--- src/rtl/ex_mem_flag_stage.sv ---
`default_nettype none
// ============================================================================
// Module   : ex_mem_flag_stage
// Brief    : EX->MEM pipeline register with architectural Z/V/N flags,
//            sticky halt latch and advance counter.
// Revision : 1.0 - initial release
// ============================================================================
module ex_mem_flag_stage #(
    parameter int DATA_W = 16,
    parameter int RA_W   = 4,
    parameter int CNT_W  = 16
) (
    input  logic              clk,
    input  logic              rst_n,
    input  logic              stall,
    input  logic              flush,
    input  logic              ex_valid,
    input  logic [3:0]        ex_opcode,
    input  logic [DATA_W-1:0] ex_result,
    input  logic              ex_ovf,
    input  logic [RA_W-1:0]   ex_rd,
    input  logic              ex_reg_wr,
    input  logic              ex_mem_rd,
    input  logic              ex_mem_wr,
    input  logic [DATA_W-1:0] ex_store_data,
    output logic              mem_valid,
    output logic [3:0]        mem_opcode,
    output logic [DATA_W-1:0] mem_result,
    output logic [RA_W-1:0]   mem_rd,
    output logic              mem_reg_wr,
    output logic              mem_mem_rd,
    output logic              mem_mem_wr,
    output logic [DATA_W-1:0] mem_store_data,
    output logic              flag_z,
    output logic              flag_v,
    output logic              flag_n,
    output logic              halted,
    output logic [CNT_W-1:0]  adv_cnt
);

    localparam logic [3:0]       c_OP_ADD = 4'b0000;
    localparam logic [3:0]       c_OP_SUB = 4'b0001;
    localparam logic [3:0]       c_OP_XOR = 4'b0010;
    localparam logic [3:0]       c_OP_SLL = 4'b0100;
    localparam logic [3:0]       c_OP_SRA = 4'b0101;
    localparam logic [3:0]       c_OP_ROR = 4'b0110;
    localparam logic [3:0]       c_OP_HLT = 4'b1111;
    localparam logic [CNT_W-1:0] c_CNT_ONE = {{(CNT_W-1){1'b0}}, 1'b1};

    logic              r_valid;
    logic [3:0]        r_opcode;
    logic [DATA_W-1:0] r_result;
    logic [RA_W-1:0]   r_rd;
    logic              r_reg_wr;
    logic              r_mem_rd;
    logic              r_mem_wr;
    logic [DATA_W-1:0] r_store_data;
    logic              r_z;
    logic              r_v;
    logic              r_n;
    logic              r_halted;
    logic [CNT_W-1:0]  r_cnt;

    logic w_eff_v;
    logic w_upd_z;
    logic w_upd_vn;
    logic w_is_hlt;

    // Once halted, everything arriving from EX is treated as a bubble.
    assign w_eff_v  = ex_valid & ~r_halted;
    assign w_is_hlt = (ex_opcode == c_OP_HLT);

    always_comb begin
        w_upd_z  = 1'b0;
        w_upd_vn = 1'b0;
        case (ex_opcode)
            c_OP_ADD, c_OP_SUB: begin
                w_upd_z  = 1'b1;
                w_upd_vn = 1'b1;
            end
            c_OP_XOR, c_OP_SLL, c_OP_SRA, c_OP_ROR: begin
                w_upd_z  = 1'b1;
            end
            default: begin
                w_upd_z  = 1'b0;
                w_upd_vn = 1'b0;
            end
        endcase
    end

    always_ff @(posedge clk or negedge rst_n) begin
        if (!rst_n) begin
            r_valid      <= 1'b0;
            r_opcode     <= '0;
            r_result     <= '0;
            r_rd         <= '0;
            r_reg_wr     <= 1'b0;
            r_mem_rd     <= 1'b0;
            r_mem_wr     <= 1'b0;
            r_store_data <= '0;
            r_z          <= 1'b0;
            r_v          <= 1'b0;
            r_n          <= 1'b0;
            r_halted     <= 1'b0;
            r_cnt        <= '0;
        end else if (flush) begin
            // Bubble insertion: data fields hold, only valid/controls clear.
            r_valid  <= 1'b0;
            r_reg_wr <= 1'b0;
            r_mem_rd <= 1'b0;
            r_mem_wr <= 1'b0;
        end else if (!stall) begin
            r_valid      <= w_eff_v;
            r_opcode     <= ex_opcode;
            r_result     <= ex_result;
            r_rd         <= ex_rd;
            r_reg_wr     <= ex_reg_wr & w_eff_v;
            r_mem_rd     <= ex_mem_rd & w_eff_v;
            r_mem_wr     <= ex_mem_wr & w_eff_v;
            r_store_data <= ex_store_data;
            if (w_eff_v) begin
                if (w_upd_z) begin
                    r_z <= (ex_result == '0);
                end
                if (w_upd_vn) begin
                    r_v <= ex_ovf;
                    r_n <= ex_result[DATA_W-1];
                end
                if (w_is_hlt) begin
                    r_halted <= 1'b1;
                end
                r_cnt <= r_cnt + c_CNT_ONE;
            end
        end
    end

    assign mem_valid      = r_valid;
    assign mem_opcode     = r_opcode;
    assign mem_result     = r_result;
    assign mem_rd         = r_rd;
    assign mem_reg_wr     = r_reg_wr;
    assign mem_mem_rd     = r_mem_rd;
    assign mem_mem_wr     = r_mem_wr;
    assign mem_store_data = r_store_data;
    assign flag_z         = r_z;
    assign flag_v         = r_v;
    assign flag_n         = r_n;
    assign halted         = r_halted;
    assign adv_cnt        = r_cnt;

endmodule
`default_nettype wire

--- config.mk ---
export PLATFORM = sky130hd
export DESIGN_NAME = ex_mem_flag_stage
export DESIGN_NICKNAME = d
export VERILOG_FILES = /design/src/rtl/ex_mem_flag_stage.sv
export SDC_FILE = /design/constraint.sdc
export NUM_CORES = 1
export LEC_CHECK = 0
export CORE_MARGIN = 2
export CORE_UTILIZATION = 42
export CTS_CLUSTER_SIZE = 14
export DETAILED_ROUTE_END_ITERATION = 10
export MAX_ROUTING_LAYER = met4
export PLACE_DENSITY_LB_ADDON = 0.15
export SYNTH_ARGS = -nofsm -noshare
export SYNTH_HDL_FRONTEND = slang
export SYNTH_SLANG_ARGS = --single-unit
--- constraint.sdc ---
create_clock -name clk -period 1.9 [get_ports clk]
set_input_delay 0.19 -clock clk [delete_from_list [all_inputs] [get_ports clk]]
set_output_delay 0.19 -clock clk [all_outputs]
set_load 0.1 [all_outputs]
# Word level (Yosys, flattened, before mapping)
# Cells that the tools add are included.
# Widths: inputs -> output; s select.
[totals]
output_inout_bits = 64
in_bits = 49
reg_bits = 64
word_cells = 47
[op_classes]
n_addsub = 1
n_bitwise = 7
n_eq_ne = 7
muxes = 10
n_reduce_logical = 9
[op_table]
columns = ["cell", "count"]
rows = [
  ["$add 16x1->16 const B", 1],
  ["$logic_not 16->1", 1],
  ["$eq 4x3->1 const B", 3],
  ["$reduce_and 4->1", 3],
  ["$mux 1", 10],
  ["$reduce_or 6->1", 1],
  ["$and 1x1->1", 4],
  ["$eq 4x1->1 const B", 1],
  ["$eq 4x2->1 const B", 1],
  ["$eq 4x4->1 const B", 1],
  ["$logic_not 4->1", 1],
  ["$not 1->1", 3],
  ["$reduce_and 3->1", 1],
  ["$ne 2x1->1 const B", 1],
  ["$reduce_and 2->1", 1],
  ["$reduce_or 2->1", 1],
]

# Depth between registers and ports, before layout
# Gate-level depths: netlist of the first run.
[logic_depth]
depth_word = 5
ltp_mapped = 5
mapped_depth_nobuf = 5

# Least setup slack after synthesis of the first run
# Ideal clock, no wire load.
[synth_path]
path_kind = "register -> register"
startpoint = "reg r_halted, in the netlist halted"
endpoint = "reg r_cnt[14], in the netlist adv_cnt[14]"
t_required_ps = 1742
slack_ps = -393
stages_incl_launch_ff = 6
t_arrival_ps = 2135
synth_period_minus_slack_ps = 2293
n_path_buf = 1
setup_time_ps = 158
path_cell_list = "dfrtp_1 > or4b_1 > buf_6 > nor4_4 > nand3_1 > xnor2_1"
[synth_between]
elab_chain_cells = 3
[synth_rtl]
columns = ["item", "line_no", "rtl"]
rows = [
  ["start: declaration", "61", "logic r_halted;"],
  ["start signal: assignment", "104", "r_halted <= 1'b0;"],
  ["start signal: assignment", "130", "r_halted <= 1'b1;"],
  ["$not 1->1", "70", "assign w_eff_v = ex_valid & ~r_halted;"],
  ["$and 1x1->1", "70", ""],
  ["$reduce_and 3->1 (no source line)", "n/a", ""],
  ["end signal: assignment", "132", "r_cnt <= r_cnt + c_CNT_ONE;"],
  ["end: declaration", "62", "logic [CNT_W-1:0] r_cnt;"],
]
# Every way passes these cells.
# A chain may end at the register's enable or synchronous reset.

# Worst setup path in the final report of the first run
[layout_path]
startpoint = "reg r_halted, in the netlist halted"
endpoint = "reg r_v, in the netlist flag_v"
[layout_between]
elab_chain_cells = 3
[layout_rtl]
columns = ["item", "line_no", "rtl"]
rows = [
  ["$not 1->1", "70", ""],
  ["$and 1x1->1", "70", ""],
  ["$reduce_and 4->1 (no source line)", "n/a", ""],
  ["end signal: assignment", "126", "r_v <= ex_ovf;"],
  ["end: declaration", "59", "logic r_v;"],
]
# Every way passes these cells.

==> results of run 1 <==
## power breakdown
| group | internal, mW | switching (mW) | total [mW] |
|---|---|---|---|
| Sequential | 1.56 | 0.133 | 1.70 |
| Combinational | 0.509 | 1.65 | 2.16 |
| Clock | 0.674 | 0.488 | 1.16 |
| Total | 2.75 | 2.27 | 5.02 |
## final timing paths
path                                     to  cells past startpoint  slack, ns         from
worst min register to register  adv_cnt[15]                      1       0.48  adv_cnt[15]
worst max-delay path                 flag_v                      4       0.07       halted
worst min-delay path            adv_cnt[10]                      2       0.23        rst_n
min in group clk                  mem_rd[1]                      2       0.46     ex_rd[1]
max in group asynchronous            halted                      3       1.15        rst_n
worst max register to register       flag_v                      4       0.07       halted
## sequential cells by signal, indices dropped and copies added, names as in the netlist
register,flops
mem_reg_wr,1
halted,1
flag_v,1
mem_rd,4
flag_n,1
mem_result,16
mem_store_data,16
flag_z,1
adv_cnt,16
mem_mem_wr,1
mem_opcode,4
mem_mem_rd,1
mem_valid,1
## layout make-up
cell class | count | area share
clock inverters | 3 | 0.0102
well taps | 75 | 0.0239
repair buffers | 124 | 0.273
multi-input cells | 108 | 0.240
inverters | 1 | 0.000955
clock buffers | 13 | 0.0404
flip-flops and latches | 64 | 0.411
## logic make-up after synthesis
group | Yosys count | synth area share
XOR/XNOR | 15 | 0.0514
flip-flops | 64 | 0.626
multiplexers | 42 | 0.185
AO/OA/AOI/OAI | 6 | 0.0186
AND/OR/NAND/NOR | 44 | 0.102
adder cells (fa/ha/maj) | 1 | 0.00489
buffers and inverters | 6 | 0.0117
## critical path, cell delays in order, from the launching register on
cell,delay (ns)
dfrtp_4,0.47
or4b_1,0.53
buf_4,0.19
nor4_4,0.16
mux2_2,0.36
## cells in the final DEF, fill, tap and decap left out, drive strengths merged
cell,synthesis,final
nor2,6,6
a211o,1,1
xor2,9,9
nand4,4,4
mux2,42,42
clkinv,0,2
or4b,1,1
bufinv,0,1
xnor2,6,6
nor3,3,3
and3,1,1
buf,3,76
nor4,6,6
dlygate4sd3,0,1
inv,1,1
a22o,3,3
or3,1,1
clkdlybuf4s50,0,47
o21ai,1,1
nor4b,1,1
o21bai,1,1
nand3,5,5
dfrtp,64,64
clkbuf,2,13
ha,1,1
nand2,13,13
and2,1,1
or2,1,1
and2b,1,1
## stage by stage
| stage | cell area, µm² | power, mW |
|---|---|---|
| 2_1_floorplan | 2580 | 3.33 |
| 3_3_place_gp | 3720 | 3.87 |
| 3_5_place_dp | 3720 | 3.89 |
| 4_1_cts | 3930 | 5.08 |
| 5_1_grt | 3930 | 5.21 |
| 6_report | 3930 | 5.02 |
## routing by layer
| metal | up-vias | routed length (µm) | GRT usage |
|---|---|---|---|
| met2 | 57 | 3100 | 0.315 |
| met1 | 917 | 2270 | 0.212 |
| met5 | - | 0 | - |
| met4 | 0 | 41 | 0.0550 |
| li1 | 890 | - | - |
| met3 | 7 | 349 | 0.0758 |
==> results by group, run 1 <==
Outcome
  – Status: finished clean

Placed design
  – Placed insts: 371
  – Final HPWL from detailed placement: 4.40 mm
  – Final GP Congestion: about 0.76
  – Worst slack, placed: -0.0884 ns
  – IO buf count: 112

Route
  – WL per Instance: 14.9 µm
  – Final wirelength: 5.76 mm
  – Via count: about 1.9k
  – Vias per Instance: 4.82
  – TritonRoute pass-1 iters: 4
  – DRC violations left: 0
  – Initial DRC Count: 48
  – Final ANT Viol Nets: 0

Logic synthesis
  – Flops & latches, synth: 64
  – FFs w/ async S/R, synth: 1.00
  – Part of the Yosys area used for sequential elements: 0.626
  – Syn Area/Cell: between 10 and 15 µm²
  – Most frequent cell after synthesis: dfrtp_1
  – Syn. warnings: 0
  – Top FF cell, synth: dfrtp_1
  – Post-synth EDFFs: 0
  – Post-synth cell types: 28
  – Top post-synthesis cells by area: dfrtp_1, mux2_2, xor2_1
  – Synth Cell Area: roughly 0.0026 mm²
  – Syn_nets: 228
  – Post-Synthesis Cells: 178
  – Synth area leader: dfrtp_1
  – Share of the synthesized area in the top cell type: 0.626
  – Synth top cells by count: dfrtp_1, mux2_2, nand2_1, xor2_1

CTS
  – H-tree Lvls: 3
  – Post-cts sizing count: 0
  – Clock slew at reported path FFs: 0.07 ns
  – CTS buffer count: 9
  – Clk root buf: clkbuf_8
  – CTS Sinks: 64
  – Setup repair bufs after CTS: 0
  – Clk Latency, worst-skew pair: 0.34 ns
  – Hold Buf Count CTS: 1
  – Clock Path Buffers: 2
  – CTS tree: built

STA
  – Final setup violation count: 0
  – Actual slew at the worst max-slew pin: 0.344 ns
  – Relative slew margins: 0.769
  – Final Hold Fails: 0
  – Worst Skew: 0.00429 ns
  – RSZ-0062 raised after global routing: no
  – Final hold slack: 0.228 ns
  – Slew Viols, Final: 0
  – Crit path time final: 1.83 ns
  – PnR worst setup slack: 0.0672 ns
  – Max Clock Freq: 0.546 GHz
  – Final setup TNS: 0 ns
  – Tcrit/Tclk final: 0.965

Global route
  – GR Util All Layers: 0.190
  – Aggregate global routing overflow: 0
  – First-pass GRT wire length: 9.20 mm
  – Largest net degree at the start of global routing: 41
  – Initial antenna violation count: 0
  – Vias in the first global route: 1,986

Die
  – Die height: 82.0 µm
  – Die Wd: 82.0 µm
  – Placement row count: 28
  – I/O pins: 113
  – Starting Density: 0.435
  – Die area: 0.00673 mm²
  – Core area: 0.00589 mm²

Power
  – P per Cell Area: 1280 mW/mm²
  – Static leakage: approximately 1.8 nW
  – Peak VDD IR: 1.08 mV

Layout
  – Final Non-Filler Cells: 388
  – Multi-input gate area: 942 µm²
  – Filler cell count: 468
  – Layout cells sized above 1: 0.466
  – Register area: ~0.0016 mm²
  – Final Util: 0.668
  – Diodes inserted: 0
  – Total Nets Final: about 360
  – Area Overhead vs Synth: 53.6%

Setup path
  – CP Max Fanout: 6
  – Crit path kind: flip-flop to flip-flop
  – Startpoint Class: flip-flop
  – Crit path capture type: flip-flop
  – Crit path arrival time: 2.06 ns
  – Critical path data required time: 2.12 ns

Job
  – Max cap viols: 0

Worst hold path
  – Min-Delay Path Class: input port to async pin
Power figures use the tool's default switching activity.
==> run 2: changes to the inputs <==
--- a/config.mk
+++ b/config.mk
@@ -9,6 +9,7 @@
 export CORE_UTILIZATION = 42
 export CTS_CLUSTER_SIZE = 14
 export DETAILED_ROUTE_END_ITERATION = 10
+export GPL_TIMING_DRIVEN = 0
 export MAX_ROUTING_LAYER = met4
 export PLACE_DENSITY_LB_ADDON = 0.15
 export SYNTH_ARGS = -nofsm -noshare
==> results by group, run 2 (synthesis results as in run 1) <==
Route
  – TritonRoute pass-1 iters: 4 (unchanged)
  – Highest Signal Layer: met4
  – Metal2 WL: 3.04 mm (-1.7%)
  – M1 wire length: 2.53 mm (+11%)
  – Vias per Instance: 4.85 (+0.55%)
  – DRC violations left: 0 (unchanged)
  – Initial DRC Count: 46 (-4.2%)
  – Met3 wire length: 281 µm (-19%)
  – Via count: 1,857 (-0.75%)
  – Final ANT Viol Nets: 0 (unchanged)
  – WL per Instance: 15.5 µm (+4.2%)
  – Final wirelength: 5.93 mm (+2.9%)

Die
  – Die height: 82.0 µm (unchanged)
  – Die area: 0.00673 mm² (unchanged)
  – Core area: 0.00589 mm² (unchanged)
  – Starting Density: 0.435 (unchanged)
  – I/O pins: 113 (unchanged)
  – Die Wd: 82.0 µm (unchanged)
  – Placement row count: 28 (unchanged)

Layout
  – Filler cell count: 484 (+3.4%)
  – Total Nets Final: 353 (-1.4%)
  – Register area: 0.00162 mm² (unchanged)
  – Commonest non-fill, non-tap cells in the layout: dlygate4sd2_1, dfrtp_1, clkdlybuf4s50_1
  – Diodes inserted: 0 (unchanged)
  – Multi-input gate area: 951 µm² (+0.93%)
  – Area Overhead vs Synth: 55.5%
  – Final Non-Filler Cells: 383 (-1.3%)
  – Layout cells sized above 1: 0.244 (-0.223)
  – Commonest non-fill, non-tap cell in the layout: dlygate4sd2_1

Global route
  – Largest net degree at the start of global routing: 65 (+59%)
  – Aggregate global routing overflow: 0 (unchanged)
  – GR Util All Layers: 0.190 (about the same)
  – Vias in the first global route: 1,848 (-6.9%)
  – Initial antenna violation count: 0 (unchanged)
  – First-pass GRT wire length: 9.06 mm (-1.6%)

STA
  – Crit path time final: 1.83 ns (-0.00231 ns)
  – Final hold slack: 0.466 ns (+0.239 ns)
  – Actual slew at the worst max-slew pin: 0.990 ns (+0.646 ns)
  – Max Clock Freq: 0.546 GHz (+0.13%)
  – Final Hold Fails: 0 (unchanged)
  – RSZ-0062 raised after global routing: no
  – Relative slew margins: 0.342 (-0.426)
  – Final setup violation count: 0 (unchanged)
  – Worst Skew: 0.00435 ns (+0.0000642 ns)
  – Slew Viols, Final: 0 (unchanged)
  – PnR worst setup slack: 0.0695 ns (+0.00231 ns)
  – Tcrit/Tclk final: 0.963 (-0.00121)

Job
  – Max cap viols: 0 (unchanged)

CTS
  – CTS buffer count: 9 (unchanged)
  – Clk Latency, worst-skew pair: 0.33 ns (about the same)
  – H-tree Lvls: 3 (unchanged)
  – Clock slew at reported path FFs: 0.07 ns (about the same)
  – CTS Sinks: 64 (unchanged)
  – Clk root buf: clkbuf_8
  – Clock Path Buffers: 2 (unchanged)
  – CTS tree: built

Setup path
  – CP Max Fanout: 5 (-1)
  – Crit path capture type: flip-flop
  – Critical path data required time: 2.11 ns (about the same)
  – Slowest cell on crit path: or4b_4
  – CP delay by family, top: simple AND/OR/NAND/NOR gates
  – Crit path arrival time: 2.04 ns (-0.02 ns)
  – Worst path max stage delay: 0.56 ns (+0.03 ns)
  – Worst path bufs/invs: 0 (-1)
  – Cell chain of the critical path: or4b_4, nor4_4, mux2_4
  – Startpoint Class: flip-flop
  – Crit path kind: flip-flop to flip-flop

Power
  – Peak VDD IR: 1.05 mV (-2.2%)
  – P per Cell Area: 1280 mW/mm² (+0.55%)
  – Static leakage: 1.85 nW (+2.6%)

Placed design
  – Worst slack, placed: -0.174 ns (-0.0860 ns)
  – Final HPWL from detailed placement: 4.35 mm (-0.96%)
  – IO buf count: 112 (unchanged)
  – Placed insts: 365 (-1.6%)
  – Final GP Congestion: 0.707 (-6.5%)

Outcome
  – Status: finished clean

Worst hold path
  – Min-Delay Path Class: input port to async pin
## run 2: cell types whose count changed in the layout (fill, tap and decap cells not counted), sizes merged
| cell | change |
|---|---|
| buf | -71 |
| dlygate4sd2 | +64 |
| clkbuf | +3 |
| clkinv | -2 |
| bufinv | +1 |
## run 2: path summary, 6_finish.rpt
path                                    from  cells after the start  slack, ns                  to
min in group clk           ex_store_data[10]                      2       0.47  mem_store_data[10]
setup / recovery                      halted                      3       0.07              flag_v
hold / removal                         rst_n                      2       0.47         adv_cnt[14]
setup reg to reg                      halted                      3       0.07              flag_v
hold reg to reg                  adv_cnt[15]                      1       0.47         adv_cnt[15]
max in group asynchronous              rst_n                      2       0.80              halted
## run 2: where the power goes
part / internal (mW) / leakage, nW / switching, mW
Combinational: 0.427 / 0.956 / 1.64
Clock: 0.849 / 0.117 / 0.498
Sequential: 1.56 / 0.777 / 0.127
Total: 2.84 / 1.85 / 2.27
## run 2: through the flow
stage                util  TNS (ns)  instance area (µm²)  power, mW
finish              0.676         0                 3980       5.11
global route        0.676         0                 3980       5.29
CTS                 0.672         0                 3960       5.15
detailed placement  0.645     -5.46                 3790       3.93
global placement    0.645   -103.96                 3800       3.91
floorplan               -    -0.331                 2580       3.33
## run 2: per-layer routing
metal / vias up / track usage
met5: - / -
met4: 0 / 0.0500
met3: 7 / 0.0681
met2: 57 / 0.304
met1: 910 / 0.229
li1: 883 / -
## run 2: timing repair
action,4_1_cts,5_1_grt
hold endpoints to repair,64,0
setup endpoints to repair,64,4
cloned,0,0
hold buffers,1,0
gates resized for setup,64,5
buffers inserted,0,2
pin swaps,0,4
## run 2: final cells by class
class,count,share of cell area
repair buffers,115,0.267
multi-input cells,108,0.239
flip-flops and latches,64,0.407
clock buffers,14,0.0434
plain buffers,4,0.00378
clock inverters,2,0.0151
inverters,1,0.000944
well taps,75,0.0236
